--- src/rtl/imem_boot_ctrl.sv ---
// Boot loader and address-port arbiter for the instruction memory: assembles a
// little-endian byte stream into words, writes them, then hands the port to fetch.
module imem_boot_ctrl #(
  parameter int DWIDTH        = 32,
  parameter int MEM_SIZE      = 16384,
  parameter int BOOT_ON_RESET = 1,
  localparam int ADDR_SIZE    = $clog2(MEM_SIZE)
) (
  input  logic                 Clk_Core,
  input  logic                 Rst_Core,
  input  logic                 Boot_Start,
  input  logic [7:0]           Rx_Data,
  input  logic                 Rx_Valid,
  output logic                 Rx_Ready,
  input  logic [DWIDTH-1:0]    Fetch_PC,
  output logic [ADDR_SIZE-1:0] Mem_Addr,
  output logic                 Mem_We,
  output logic [31:0]          Mem_Wdata,
  output logic                 Core_Stall,
  output logic                 Boot_Done,
  output logic                 Boot_Err
);

  typedef enum logic [1:0] {S_LEN, S_LOAD, S_RUN, S_ERR} state_t;

  localparam state_t      RST_STATE  = (BOOT_ON_RESET != 0) ? S_LEN : S_RUN;
  localparam logic        RST_STALL  = (BOOT_ON_RESET != 0);
  localparam logic [31:0] MEM_SIZE_W = 32'(MEM_SIZE);

  state_t               state, state_nxt;
  logic [1:0]           byte_cnt, byte_cnt_nxt;
  logic [ADDR_SIZE:0]   word_cnt, word_cnt_nxt;
  logic [31:0]          len, len_nxt;
  logic [31:0]          asm_word, asm_word_nxt;
  logic                 we_q, we_nxt;
  logic [31:0]          wdata_q, wdata_nxt;
  logic                 done_q, done_nxt;
  logic                 err_q, err_nxt;
  logic                 stall_q, stall_nxt;

  logic [32:0]          wc_ext;
  logic [32:0]          words_rcvd;
  logic                 rx_ready;
  logic                 rx_fire;
  logic [31:0]          word_full;
  logic                 unused_pc_bits;

  // A word counts as received as soon as its write is pending, so the last
  // word's write cycle already deasserts Rx_Ready.
  assign wc_ext     = {{(32-ADDR_SIZE){1'b0}}, word_cnt};
  assign words_rcvd = wc_ext + {32'd0, we_q};
  assign rx_ready   = (state == S_LEN) ||
                      ((state == S_LOAD) && (words_rcvd < {1'b0, len}));
  assign rx_fire    = Rx_Valid && rx_ready;
  assign word_full  = {Rx_Data, asm_word[31:8]};

  assign Rx_Ready   = rx_ready;
  assign Mem_Addr   = (state == S_RUN) ? Fetch_PC[ADDR_SIZE+1:2] : word_cnt[ADDR_SIZE-1:0];
  assign Mem_We     = we_q;
  assign Mem_Wdata  = wdata_q;
  assign Core_Stall = stall_q;
  assign Boot_Done  = done_q;
  assign Boot_Err   = err_q;

  assign unused_pc_bits = ^{Fetch_PC[DWIDTH-1:ADDR_SIZE+2], Fetch_PC[1:0]};

  always_ff @(posedge Clk_Core) begin
    if (Rst_Core) begin
      state    <= RST_STATE;
      byte_cnt <= '0;
      word_cnt <= '0;
      len      <= '0;
      asm_word <= '0;
      we_q     <= 1'b0;
      wdata_q  <= '0;
      done_q   <= 1'b0;
      err_q    <= 1'b0;
      stall_q  <= RST_STALL;
    end else begin
      state    <= state_nxt;
      byte_cnt <= byte_cnt_nxt;
      word_cnt <= word_cnt_nxt;
      len      <= len_nxt;
      asm_word <= asm_word_nxt;
      we_q     <= we_nxt;
      wdata_q  <= wdata_nxt;
      done_q   <= done_nxt;
      err_q    <= err_nxt;
      stall_q  <= stall_nxt;
    end
  end

  always_comb begin
    state_nxt    = state;
    byte_cnt_nxt = byte_cnt;
    word_cnt_nxt = word_cnt;
    len_nxt      = len;
    asm_word_nxt = asm_word;
    we_nxt       = 1'b0;
    wdata_nxt    = wdata_q;
    done_nxt     = done_q;
    err_nxt      = err_q;
    stall_nxt    = stall_q;

    case (state)
      S_LEN: begin
        if (rx_fire) begin
          asm_word_nxt = word_full;
          byte_cnt_nxt = byte_cnt + 2'd1;
          if (byte_cnt == 2'd3) begin
            len_nxt = word_full;
            if (word_full == 32'd0) begin
              state_nxt = S_RUN;
              done_nxt  = 1'b1;
              stall_nxt = 1'b0;
            end else if (word_full > MEM_SIZE_W) begin
              state_nxt = S_ERR;
              err_nxt   = 1'b1;
            end else begin
              state_nxt    = S_LOAD;
              word_cnt_nxt = '0;
            end
          end
        end
      end

      S_LOAD: begin
        if (we_q) begin
          word_cnt_nxt = word_cnt + {{ADDR_SIZE{1'b0}}, 1'b1};
          if (wc_ext + 33'd1 == {1'b0, len}) begin
            state_nxt = S_RUN;
            done_nxt  = 1'b1;
            stall_nxt = 1'b0;
          end
        end
        if (rx_fire) begin
          asm_word_nxt = word_full;
          byte_cnt_nxt = byte_cnt + 2'd1;
          if (byte_cnt == 2'd3) begin
            we_nxt    = 1'b1;
            wdata_nxt = word_full;
          end
        end
      end

      default: begin
        // RUN and ERR: only a reload request moves us.
        if (Boot_Start) begin
          state_nxt    = S_LEN;
          byte_cnt_nxt = '0;
          word_cnt_nxt = '0;
          len_nxt      = '0;
          asm_word_nxt = '0;
          done_nxt     = 1'b0;
          err_nxt      = 1'b0;
          stall_nxt    = 1'b1;
        end
      end
    endcase
  end

endmodule
--- config.mk ---
export PLATFORM = sky130hd
export DESIGN_NAME = imem_boot_ctrl
export DESIGN_NICKNAME = d
export VERILOG_FILES = /design/src/rtl/imem_boot_ctrl.sv
export SDC_FILE = /design/constraint.sdc
export NUM_CORES = 1
export LEC_CHECK = 0
export CAP_MARGIN = 5
export CORE_ASPECT_RATIO = 1.25
export CORE_MARGIN = 2
export CORE_UTILIZATION = 43
export DETAILED_ROUTE_END_ITERATION = 10
export PLACE_DENSITY = 0.66
export SETUP_SLACK_MARGIN = 0.4
export SLEW_MARGIN = 20
export SYNTH_ARGS = -nofsm -noshare
export SYNTH_HDL_FRONTEND = slang
export SYNTH_SLANG_ARGS = --single-unit
--- constraint.sdc ---
create_clock -name Clk_Core -period 7.7 [get_ports Clk_Core]
set_input_delay 2.31 -clock Clk_Core [delete_from_list [all_inputs] [get_ports Clk_Core]]
set_output_delay 2.31 -clock Clk_Core [all_outputs]
set_load 0.1 [all_outputs]
==> impl_metrics.ini, run 1 <==
[final_layout]
seqCellArea_um2 = 2220
num_antenna_cells = 0
final_layout_size_suffix_gt1_share_pct = 6.74
layoutNonFillerInstCount = 943
final_nets = 830
multi_input_area_um2 = 3380
syn2layout_area_growth_pct = 18.7
n_fill_cell = 1265

[worst_setup_path]
criticalPathCategory = reg2out
end_kind = output port
crit_path_end = Rx_Ready
arrival_ns = 4.13
start_kind = flip-flop
crit_fanout = 6
cp-startpoint = Mem_We
reg2reg_to = Mem_Wdata[16]
r2r_start = Mem_We
r2r_slack_ns = 3.57
crit_required_ns = 5.39
reg2reg_depth = 14

[run_status]
status = finished clean

[power_and_ir_drop]
p_per_area_nw_per_um2 = 252
peakVddDrop_uv = 151
finalPower_uw = 1760
p_leak_uw = 0.00254

[clock_network]
post_cts_buffers = 0
clock-sinks = 111
cts_made_buffers = 9
cts_max_path_buffers = 2
clkLatencyLatePin_ns = 0.35
clk_pin_slew_ns = 0.08
post_cts_resize_count = 0
hold_buffers = 0
ctsHtreeMaxLevel = 3
root_buffer = clkbuf_16
cts_tree = built

[logic_synthesis]
synth-main-ff-cell = dfxtp_1
synth_edf_count = 0
synth_top_cells_by_count = 155 x nand2_1, 111 x dfxtp_1, 56 x mux2i_1
synthDistinctLibCells = 68
synth_area_leaders = dfxtp_1 38%, nand2_1 9.9%, mux2i_1 9.5%
yosys.area.top_type = dfxtp_1
avgSynthCellArea_um2 = 8.15
synth_seq_cells = 111
ys_seq_area_share_pct = 37.7
synth_area_um2 = 5900
ys_warn_count = 0
synth.most_common_cell = nand2_1
synth_top_area_share_pct = 37.7
synthCells = 724
synthArstFlopShare_pct = 0
synth_nets = 787

[timing]
finalSetupViolations = 0
rsz0062_at_grt = false
tightest_slew_ns = 1.03
hold_viol = 0
fin_skew_ns = 0.00948
min_period_over_period_pct = 83.6
slew_headroom_pct = 31.0
min_period_ns = 6.44
maxSlewViolCount = 0
fmax_mhz = 155
fin_setup_tns_ns = 0

[placed_design]
io_buffer_count = 76
hpwl_um = 11200
place_inst = 927
routabilityCongestion = 0.885

[route]
drt_iter0_markers = 300
via_per_inst = 5.65
wire_per_inst_um = 16.7
ant_nets = 0
vias = 5329
drc_errors = 0
drt-pass1-iter-count = 5
totalWireLength_um = 15700

[job]
maxCapViolCount = 0

[die]
ios = 95
row_count = 47
die-area_um2 = 14700
fp.coreArea_um2 = 13300
die_y_um = 135
die_w_um = 109
initial_core_util_pct = 44.2

[global_routing]
grt_pass1_vias = 5308
grt-ovfl-total = 0
grt_first_pass_wirelength_um = 26400
track_usage_pct = 22.5
grt_start_max_net_pins = 62
antenna_found_initial = 0

[min_path]
min_path_type = reg2reg
min_from = Boot_Err
## cells in the final DEF, fill, tap and decap left out, types with 3 or more instances in the layout
cell / synthesis / routed
a21o_1: 3 / 3
a21oi_1: 49 / 49
a22o_1: 3 / 3
a311oi_1: 6 / 6
a31oi_1: 8 / 8
and2_1: 4 / 3
and3_1: 4 / 4
and4_1: 5 / 5
buf_4: 1 / 11
clkbuf_16: 0 / 9
clkdlybuf4s50_1: 0 / 74
dfxtp_1: 111 / 111
ha_1: 19 / 19
inv_1: 19 / 19
mux2_2: 13 / 13
mux2i_1: 56 / 56
nand2_1: 155 / 155
nand3_1: 54 / 54
nand4_1: 8 / 8
nor2_1: 29 / 28
nor2b_1: 4 / 4
nor3_1: 9 / 9
nor4_1: 15 / 15
o211ai_1: 4 / 4
o21a_1: 3 / 3
o21ai_0: 10 / 10
o22ai_1: 3 / 3
or4_1: 4 / 4
xnor2_1: 16 / 16
xor2_1: 13 / 13
## per-layer routing
metal	share of wire, %	track usage, %	vias up	routed length, µm
met5	0	0	-	0
met4	2.4	7.76	0	376
met3	4.4	3.52	30	696
met2	49	38.1	151	7700
met1	44	28.9	2502	6930
li1	-	-	2646	-
## where the power goes
| group | switching [µW] | internal (µW) | leakage [µW] | total, µW |
|---|---|---|---|---|
| Sequential | 49.4 | 616 | 0.000897 | 665 |
| Combinational | 460 | 188 | 0.00150 | 648 |
| Clock | 223 | 225 | 0.000135 | 448 |
## final cells by class
class | count | share of cell area, %
well taps | 171 | 3.06
repair buffers | 86 | 11.8
inverters | 21 | 1.13
clock buffers | 10 | 3.27
multi-input cells | 538 | 48.3
clock inverters | 6 | 0.715
flip-flops and latches | 111 | 31.7
## registers in the layout, indices dropped and copies added (netlist names)
signal      cells
Mem_Wdata      32
len            32
asm_word       24
word_cnt       15
byte_cnt        2
state           2
Boot_Done       1
Boot_Err        1
Core_Stall      1
Mem_We          1
## worst min path at each step
stage | end | depth (start not counted) | slack [ns]
after detailed placement | Boot_Err | 2 | 0.44
after global placement | len[30] | 2 | 0.44
after floorplan | len[30] | 2 | 0.43
after CTS | len[21] | 2 | 0.46
after global routing | Boot_Err | 2 | 0.47
final | Boot_Err | 2 | 0.45
## per-stage QoR
stage	hold WS [ns]	utilization [%]	cell area, µm²	worst slack, ns
floorplan	0.432	-	5900	0.790
global route	0.472	52.4	7000	0.787
global placement	0.439	50.3	6720	1.36
finish	0.450	52.4	7000	1.26
detailed placement	0.445	50.3	6720	1.32
CTS	0.455	52.4	7000	1.25
## logic make-up after synthesis
family                   Yosys count  synth area share [%]
AND/OR/NAND/NOR                  306                  24.0
AO/OA/AOI/OAI                    115                  12.9
buffers and inverters             75                  5.13
flip-flops                       111                  37.7
adder cells (fa/ha/maj)           19                  4.03
XOR/XNOR                          29                  4.31
multiplexers                      69                  12.0
## worst max-delay path, cell delays in order (launching register included)
cell and delay (ns):
dfxtp_1 0.55, ha_1 0.26, ha_1 0.24, nand2_1 0.14, nor3_1 0.44, nand3_1 0.16
xnor2_1 0.16, ha_1 0.20, a21oi_1 0.13, o21ai_0 0.15, a2111oi_0 0.49, o21a_1 0.29
nor2_1 0.06, nor2_1 0.18, buf_4 0.33
Power figures use the tool's default switching activity.
==> inputs of run 2 (changes only) <==
clock period = 6.2 ns   (was 7.7 ns; I/O delays follow)
==> run 2 against run 1 <==
Combinational power up 25%. Clock-buffer cell count down 1. Total power up 25%. Via count up 0.92%. Largest cell class unchanged. Hold slack better by 0.0013 ns. Die area unchanged. First-iteration DRC count down 2.0%. Sequential power up 25%. Worst setup slack worse by 0.52 ns.
==> impl_metrics.ini, run 2 (synthesis gave the netlist of run 1 again) <==
[clock_network]
ctsHtreeMaxLevel = 3
clk_pin_slew_ns = 0.08
root_buffer = clkbuf_16
clock-sinks = 111
cts_made_buffers = 9
hold_buffers = 0
cts_tree = built
cts_max_path_buffers = 2
clkLatencyLatePin_ns = 0.35

[route]
drt_iter0_markers = 294
vias = 5378
totalWireLength_um = 15900
ant_nets = 0
via_per_inst = 5.70
wire_per_inst_um = 16.8
drc_errors = 0
drt-pass1-iter-count = 5

[worst_setup_path]
crit_chain = and3_1, and3_1, nand3_1, nor2_1, xor2_1, ha_1, a21oi_1, o21ai_0, a2111oi_2, o21a_1, nor2_1, nor2_4, buf_6
crit_slowest_cell = dfxtp_2
start_kind = flip-flop
end_kind = output port
critPathTopFamily = simple AND/OR/NAND/NOR gates
criticalPathCategory = reg2out
reg2reg_depth = 13
cp.depth = 13
crit_fanout = 13
critPathMaxStageDelay_ns = 0.49
crit_required_ns = 4.34
arrival_ns = 3.60
critical_path_buf_inv_count = 1

[power_and_ir_drop]
clock_power_share_pct = 25.4
p_leak_uw = 0.00260
p_int_uw = 1280
switchingPower_uw = 927
power_frac_seq_pct = 37.7
peakVddDrop_uv = 219
p_per_area_nw_per_um2 = 314
finalPower_uw = 2200
switching_share_pct = 42.1
comb_power_share_pct = 36.9

[global_routing]
met1_usage_pct = 28.4
grt_pass1_vias = 5323
antenna_found_initial = 0
grt_util_met2_pct = 37.6
grt_start_max_net_pins = 55
grt.met3_usage_pct = 3.57
grt-ovfl-total = 0
track_usage_pct = 22.4
grt-busiest-layer = met2
grt_first_pass_wirelength_um = 26300

[timing]
maxSlewViolCount = 0
fin_setup_tns_ns = 0
finalSetupViolations = 0
min_period_over_period_pct = 88.1
fmax_mhz = 183
tightest_slew_ns = 1.09
fin_skew_ns = 0.00812
min_period_ns = 5.46
slew_headroom_pct = 27.1
rsz0062_at_grt = false
hold_viol = 0

[final_layout]
n_fill_cell = 1258
final_cell_mix = 155 x nand2_1, 106 x dfxtp_1, 60 x clkdlybuf4s50_1
num_antenna_cells = 0
final_layout_size_suffix_gt1_share_pct = 9.83
seqCellArea_um2 = 2230
layout_commonest_cell = nand2_1
syn2layout_area_growth_pct = 19.0
multi_input_area_um2 = 3400
final_nets = 832

[die]
die-area_um2 = 14700
die_y_um = 135
ios = 95
fp.coreArea_um2 = 13300
initial_core_util_pct = 44.2
row_count = 47
die_w_um = 109

[job]
maxCapViolCount = 0

[min_path]
min_path_type = reg2reg
hold_depth = 2

[run_status]
status = finished clean

[placed_design]
routabilityCongestion = 0.868
io_buffer_count = 76
hpwl_um = 11400
run 2: per-layer routing:
metal,vias up,routed length (µm)
met2,180,7620
met3,33,833
met1,2529,6940
met5,-,0
met4,0,493
li1,2636,-
run 2: area by class of cell:
type,count,share of cell area [%]
multi-input cells,538,48.5
flip-flops and latches,111,31.8
repair buffers,88,11.6
clock buffers,9,3.21
well taps,171,3.05
inverters,21,1.12
clock inverters,6,0.784
run 2: power groups by stage:
| stage | registers [µW] | logic (µW) | clock network [µW] |
|---|---|---|---|
| floorplan | 835 | 607 | 0 |
| global placement | 843 | 791 | 0 |
| detailed placement | 846 | 806 | 0 |
| CTS | 829 | 809 | 571 |
| global route | 838 | 862 | 602 |
| finish | 830 | 813 | 559 |
run 2: path summary, 6_finish.rpt:
kind / endpoint / slack [ns] / start
max: Rx_Ready / 0.74 / word_cnt[3]
min reg2reg: Boot_Err / 0.45 / Boot_Err
min: Boot_Err / 0.45 / Boot_Err
max reg2reg: Mem_Wdata[25] / 2.48 / word_cnt[3]
run 2: repair_timing:
action / 4_1_cts / 5_1_grt
setup buffers: 0 / 0
gates resized for setup: 2 / 9
endpoints found under the setup margin: 1 / 1
run 2: worst min-delay path: stages, from the launching register on:
cell     delay, ns
dfxtp_1       0.31
inv_1         0.05
a21oi_1       0.05
run 2: stage by stage:
stage                     setup WS [ns]  cells  instance area, µm²  utilization [%]  hold slack (ns)
final                             0.737    944                7020             52.6            0.451
after global routing              0.437    944                7020             52.6            0.468
after CTS                         0.403    944                6990             52.4            0.453
after detailed placement          0.688    929                6710             50.2            0.444
after global placement            0.727    929                6710             50.2            0.440
after floorplan                   0.487    724                5910                -            0.432
